--- src/rtl/weight_scan_rx.sv ---
// Deserialises the LSB-first weight scan chain into WORD_W-bit words and
// buffers {word, scan index} pairs in a small FIFO for a ready/valid consumer.
module weight_scan_rx #(
    parameter int unsigned TAPS       = 256,
    parameter int unsigned M          = 8,
    parameter int unsigned WORD_W     = 26,
    parameter int unsigned FIFO_DEPTH = 4
) (
    input  logic              clk,
    input  logic              rst,
    input  logic              scan_en,
    input  logic              scan_in,
    output logic [WORD_W-1:0] w_out,
    output logic [M-1:0]      w_idx,
    output logic              w_valid,
    input  logic              w_ready,
    output logic              done,
    output logic              overflow,
    output logic              busy
);

    localparam int unsigned BIT_W = $clog2(WORD_W);
    localparam int unsigned PTR_W = $clog2(FIFO_DEPTH);
    localparam int unsigned CNT_W = PTR_W + 1;

    typedef enum logic [1:0] {
        IDLE  = 2'd0,
        SHIFT = 2'd1,
        DONE  = 2'd2
    } state_t;

    state_t state, state_d;

    logic                scan_en_q;
    logic [WORD_W-2:0]   shift_q, shift_d;
    logic [BIT_W-1:0]    bit_cnt, bit_cnt_d, bit_cur;
    logic [M-1:0]        word_cnt, word_cnt_d, word_cur;
    logic [WORD_W-1:0]   mem_word [FIFO_DEPTH];
    logic [M-1:0]        mem_idx  [FIFO_DEPTH];
    logic [PTR_W-1:0]    wr_ptr, wr_ptr_d, rd_ptr, rd_ptr_d;
    logic [CNT_W-1:0]    count, count_d;
    logic                overflow_d, done_d;
    logic                shift_c, complete_c, push_c, pop_c, full_c;
    logic [WORD_W-1:0]   word_c;
    logic [M-1:0]        idx_c;

    // The partial register holds WORD_W-1 bits; the live scan_in bit completes the word.
    assign word_c = {scan_in, shift_q};
    assign pop_c  = w_valid & w_ready;
    assign full_c = (count == CNT_W'(FIFO_DEPTH));
    assign w_out  = mem_word[rd_ptr];
    assign w_idx  = mem_idx[rd_ptr];

    always_ff @(posedge clk) begin
        if (rst) state <= IDLE;
        else     state <= state_d;
    end

    always_comb begin
        state_d    = state;
        shift_d    = shift_q;
        bit_cnt_d  = bit_cnt;
        word_cnt_d = word_cnt;
        overflow_d = overflow;
        done_d     = 1'b0;
        shift_c    = 1'b0;
        complete_c = 1'b0;
        push_c     = 1'b0;
        bit_cur    = bit_cnt;
        word_cur   = word_cnt;
        idx_c      = word_cnt;

        case (state)
            IDLE: begin
                // The rising-edge cycle already carries bit 0 of word 0.
                if (scan_en && !scan_en_q) begin
                    state_d    = SHIFT;
                    shift_c    = 1'b1;
                    bit_cur    = '0;
                    word_cur   = '0;
                    overflow_d = 1'b0;
                end
            end
            SHIFT: begin
                if (scan_en) shift_c = 1'b1;
                else         state_d = IDLE;
            end
            DONE: begin
                if (!scan_en) state_d = IDLE;
            end
            default: state_d = IDLE;
        endcase

        if (shift_c) begin
            shift_d    = word_c[WORD_W-1:1];
            word_cnt_d = word_cur;
            if (bit_cur == BIT_W'(WORD_W - 1)) begin
                complete_c = 1'b1;
                bit_cnt_d  = '0;
                word_cnt_d = word_cur + 1'b1;
                idx_c      = word_cur;
                if (word_cur == M'(TAPS - 1)) begin
                    state_d = DONE;
                    done_d  = 1'b1;
                end
            end else begin
                bit_cnt_d = bit_cur + 1'b1;
            end
        end

        // A full buffer still accepts a word when the head leaves on the same edge.
        if (complete_c) begin
            if (!full_c || pop_c) push_c = 1'b1;
            else                  overflow_d = 1'b1;
        end

        wr_ptr_d = push_c ? wr_ptr + 1'b1 : wr_ptr;
        rd_ptr_d = pop_c  ? rd_ptr + 1'b1 : rd_ptr;
        case ({push_c, pop_c})
            2'b10:   count_d = count + 1'b1;
            2'b01:   count_d = count - 1'b1;
            default: count_d = count;
        endcase
    end

    always_ff @(posedge clk) begin
        scan_en_q <= scan_en;
        if (rst) begin
            shift_q  <= '0;
            bit_cnt  <= '0;
            word_cnt <= '0;
            wr_ptr   <= '0;
            rd_ptr   <= '0;
            count    <= '0;
            w_valid  <= 1'b0;
            done     <= 1'b0;
            overflow <= 1'b0;
            busy     <= 1'b0;
        end else begin
            shift_q  <= shift_d;
            bit_cnt  <= bit_cnt_d;
            word_cnt <= word_cnt_d;
            wr_ptr   <= wr_ptr_d;
            rd_ptr   <= rd_ptr_d;
            count    <= count_d;
            w_valid  <= (count_d != '0);
            done     <= done_d;
            overflow <= overflow_d;
            busy     <= (state_d == SHIFT);
        end
    end

    // Word storage; cleared on reset so the idle head reads as zero.
    always_ff @(posedge clk) begin
        if (rst) begin
            for (int unsigned i = 0; i < FIFO_DEPTH; i++) begin
                mem_word[i] <= '0;
                mem_idx[i]  <= '0;
            end
        end else if (push_c) begin
            mem_word[wr_ptr] <= word_c;
            mem_idx[wr_ptr]  <= idx_c;
        end
    end

endmodule
--- config.mk ---
export PLATFORM = sky130hd
export DESIGN_NAME = weight_scan_rx
export DESIGN_NICKNAME = d
export VERILOG_FILES = /design/src/rtl/weight_scan_rx.sv
export SDC_FILE = /design/constraint.sdc
export NUM_CORES = 1
export LEC_CHECK = 0
export CORE_MARGIN = 1
export CORE_UTILIZATION = 60
export DETAILED_ROUTE_END_ITERATION = 16
export GPL_ROUTABILITY_DRIVEN = 0
export GPL_TIMING_DRIVEN = 0
export HOLD_SLACK_MARGIN = 0.06
export PLACE_DENSITY = 0.8
export SLEW_MARGIN = 5
export SYNTH_ARGS = -nofsm -noshare
export SYNTH_HDL_FRONTEND = slang
export SYNTH_SLANG_ARGS = --single-unit
--- constraint.sdc ---
create_clock -name clk -period 15.7 [get_ports clk]
set_clock_uncertainty 0.2 [all_clocks]
set_input_delay 4.71 -clock clk [delete_from_list [all_inputs] [get_ports clk]]
set_output_delay 4.71 -clock clk [all_outputs]
set_load 0.01 [all_outputs]
==> results.py, run 1 <==
metrics = {
    "outcome": {
        "status": "finished, final reports clean",
    },
    "route": {
        "dr.pass1.iters": 5,
        "vias": 4859,
        "drt-total-wl_um": 16000,
        "drtIter0Drc": 395,
        "drc": 0,
        "avgRoutedWirePerCell_um": 18.9,
        "viasPerCell": 5.74,
        "antenna_left": 0,
    },
    "hold_path": {
        "hold_path_class": "reg2reg",
        "whs_path_depth": 2,
        "hold_start": "bit_cnt[1]$_SDFFE_PP0P_",
        "hold_path_end": "bit_cnt[1]$_SDFFE_PP0P_",
    },
    "yosys": {
        "synthCells": 597,
        "yosys.cell_count.top_type": "and2_1",
        "syn-cell-area_mm2": 0.00813,
        "yosysUniqueCellTypes": 42,
        "yosysTopAreaCellShare": 0.502,
        "synth_top_cells_by_count": "and2_1, edfxtp_1, nand2_1",
        "synth-seq-area-share": 0.635,
        "ys.flop_type": "edfxtp_1",
        "yosys.area_share.adder": 0.0117,
        "synthMuxAreaShare": 0.0991,
        "synth_xor_area_frac": 0.0151,
        "synth_top_family_by_area": "simple AND/OR/NAND/NOR gates",
        "synthTopCellsByArea": "edfxtp_1, dfxtp_1, and2_1, mux4_2, nand2_1",
        "synthSimpleGateAreaFrac": 0.180,
        "ys_seq_elements": 190,
        "async_flop_share": 0,
        "synth_compound_area_frac": 0.0338,
        "yosysWarnings": 0,
        "syn-num-nets": 609,
        "synth-edff-count": 136,
        "synth_top_area_cell": "edfxtp_1",
        "avgSynthCellArea_um2": 13.6,
    },
    "global_routing": {
        "grtUsageTotal": 0.245,
        "antenna_found_initial": 0,
        "grt_pass1_vias": 4934,
        "grt_max_degree": 35,
        "grt_pass1_wl_um": 25600,
        "grt_overflow": 0,
    },
    "timing": {
        "setup_ws_ns": 7.00,
        "final.period_utilization": 0.554,
        "slew_viol_final": 0,
        "worstMarginPinSlew_ns": 1.10,
        "rsz0062_at_grt": "no",
        "fin_tns_setup_ns": 0,
        "setup_viol": 0,
        "finalHoldViolCount": 0,
        "fmax_mhz": 115,
        "min_period_ns": 8.70,
        "max_slew_margin": 0.265,
    },
    "critical_path": {
        "crit_top_cell": "nor3b_4",
        "slowest_delay_ns": 0.84,
        "reg2reg_to": "mem_word[0][15]$_SDFFCE_PN0P_",
        "rrSetupSlack_ns": 11.14,
        "setup.worst_path.end_class": "flip-flop",
        "crit_fanout": 34,
        "crit_chain": "clkdlybuf4s50_1 -> nand3b_1 -> clkbuf_1 -> and2_1 -> ha_1 -> and4b_1 -> and3_1 -> buf_6 -> nor3b_4 -> nor3b_4 -> or2_2",
        "cp_data_arrival_time_ns": 8.54,
        "critPathKind": "in2reg",
        "r2r_cells": 12,
        "startpoint_type": "input port",
        "critPathTopFamily": "simple AND/OR/NAND/NOR gates",
        "cp_data_required_time_ns": 15.55,
        "critPathSlowestCell": "or2_2",
        "cp.buffers_inverters": 3,
        "r2r-start": "state[0]$_SDFF_PP0_",
    },
    "cts": {
        "post_cts_buffers": 0,
        "clk_pin_slew_ns": 0.06,
        "clock_latency_ns": 0.43,
        "cts_resized": 0,
        "cts_hold_buf": 0,
        "cts_root_buf": "clkbuf_16",
        "cts_tree": "done",
        "cts_sinks": 190,
        "cts_buffer_depth": 2,
        "cts_buffers": 17,
        "htreeDepth": 4,
    },
    "final_layout": {
        "layout.nets": 670,
        "diodes": 0,
        "design_area_mm2": 0.00944,
        "post-route-util": 0.713,
        "area_growth_pct": 16.1,
        "drive_above_1_share": 0.130,
    },
    "floorplanning": {
        "rows": 42,
        "die_area_mm2": 0.0140,
        "core_area_mm2": 0.0132,
        "die_y_um": 118,
        "ios": 43,
        "start_util": 0.614,
        "die_width_um": 118,
    },
    "placed_design": {
        "dp_hpwl_um": 10000,
        "pre_cts_ws_ns": 6.62,
        "numPortBuffers": 41,
        "postPlaceCellArea_mm2": 0.00880,
    },
    "pwr": {
        "p_leak_nw": 3.24,
        "ir_drop_uv": 85.4,
        "pwr-share-clk": 0.435,
        "cellPowerDensity_mw_per_mm2": 113,
        "p_sw_w": 0.000213,
        "p_seq_frac": 0.524,
        "p_comb_frac": 0.041,
        "swShare": 0.200,
        "power.internal_w": 0.000855,
    },
    "run": {
        "max_cap_violations": 0,
    },
}
==> flip-flops by register name, summed over array words and instances (netlist names), named ones only <==
| signal | cells |
|---|---|
| busy | 1 |
| mem_idx | 32 |
| count | 3 |
| mem_word | 104 |
| word_cnt | 8 |
| state | 2 |
| scan_en_q | 1 |
| w_valid | 1 |
| bit_cnt | 5 |
| overflow | 1 |
| rd_ptr | 2 |
| shift_q | 25 |
| done | 1 |
| wr_ptr | 2 |
==> layer usage <==
layer,vias up,track usage,part of all wire
li1,2259,-,-
met1,2423,0.313,0.42
met2,154,0.416,0.52
met3,23,0.0545,0.049
met4,0,0.0870,0.013
met5,-,0,0
==> worst reg2reg max path, cell delays in order (launching register included) <==
cell      delay (ns)
dfxtp_1         0.37
inv_1           0.08
ha_1            0.24
nand3b_1        0.11
clkbuf_1        0.35
and2_1          0.22
ha_1            0.17
and4b_1         0.28
and3_1          0.20
buf_6           0.14
nor3b_4         0.48
nor3b_4         0.50
or2_2           0.84
==> placed cells by master, fill, tap and decap left out, types with 3 or more instances in the layout <==
cell	n
a21oi_1	33
and2_1	141
and3_1	6
buf_2	3
buf_6	7
bufinv_16	5
clkbuf_1	21
clkbuf_16	17
clkbuf_2	3
clkdlybuf4s50_1	41
clkinv_4	4
dfxtp_1	54
edfxtp_1	136
ha_1	6
inv_1	4
mux2i_1	4
mux4_2	34
nand2_1	64
nand2b_1	3
nand3_1	5
nand3b_1	3
nand4_1	3
nor2_1	24
nor3b_4	3
xnor2_1	5
xor2_1	9
==> power by group through the flow <==
stage	registers, W	logic [W]	clock network [W]
after floorplan	0.000569	0.0000237	0
after global placement	0.000570	0.0000425	0
after detailed placement	0.000571	0.0000440	0
after CTS	0.000560	0.0000443	0.000470
after global routing	0.000562	0.0000471	0.000486
final	0.000560	0.0000440	0.000465
==> metrics by stage <==
stage | total power [W] | std cells | hold WS, ns
6_report | 0.00107 | 847 | 0.299
5_1_grt | 0.00109 | 847 | 0.324
4_1_cts | 0.00107 | 847 | 0.301
3_5_place_dp | 0.000615 | 815 | 0.293
3_3_place_gp | 0.000612 | 814 | 0.268
2_1_floorplan | 0.000592 | 597 | 0.252
==> area by class of cell <==
cell class	count	area [um2]
flip-flops and latches	190	5160
fillers	865	3800
multi-input cells	368	2770
repair buffers	42	430
clock buffers	18	429
well taps	176	220
clock inverters	14	215
plain buffers	35	195
inverters	4	15.0
==> cell families (layout without fill, tap and decap cells) <==
logic type / Yosys count / count (layout)
compound gates: 48 / 48
xor+xnor: 14 / 14
fa+ha+maj: 7 / 7
buf+inv: 39 / 113
flops: 190 / 190
mux: 38 / 38
simple gates: 261 / 261
==> worst max path at each step <==
stage	startpoint	endpoint	slack, ns	depth (start not counted)
after global placement	scan_en	mem_word[1][10]$_SDFFCE_PN0P_	4.97	11
after global routing	scan_en	mem_word[0][23]$_SDFFCE_PN0P_	6.74	11
after detailed placement	scan_en	mem_word[0][10]$_SDFFCE_PN0P_	6.62	11
after floorplan	scan_en	mem_idx[1][0]$_SDFFCE_PN0P_	7.07	10
after CTS	scan_en	mem_word[0][17]$_SDFFCE_PN0P_	7.04	11
final	scan_en	mem_word[0][15]$_SDFFCE_PN0P_	7.00	11
Note: power is estimated with default switching activity, not from simulation.
==> run 2, diff against run 1 <==
clock period = 8.85 ns   (was 15.7 ns; I/O delays follow)
==> results of run 2 <==
Same layout as run 1 (identical final DEF). Status: finished, final reports clean.
Among the figures that moved: setup slack after placement 6.62 ns -> 1.83 ns; setup slack after layout 7.00 ns -> 2.21 ns; register-to-register setup slack 11.14 ns -> 4.29 ns; total power 0.00107 W -> 0.00190 W; worst IR drop on VDD 85.4 uV -> 151 uV
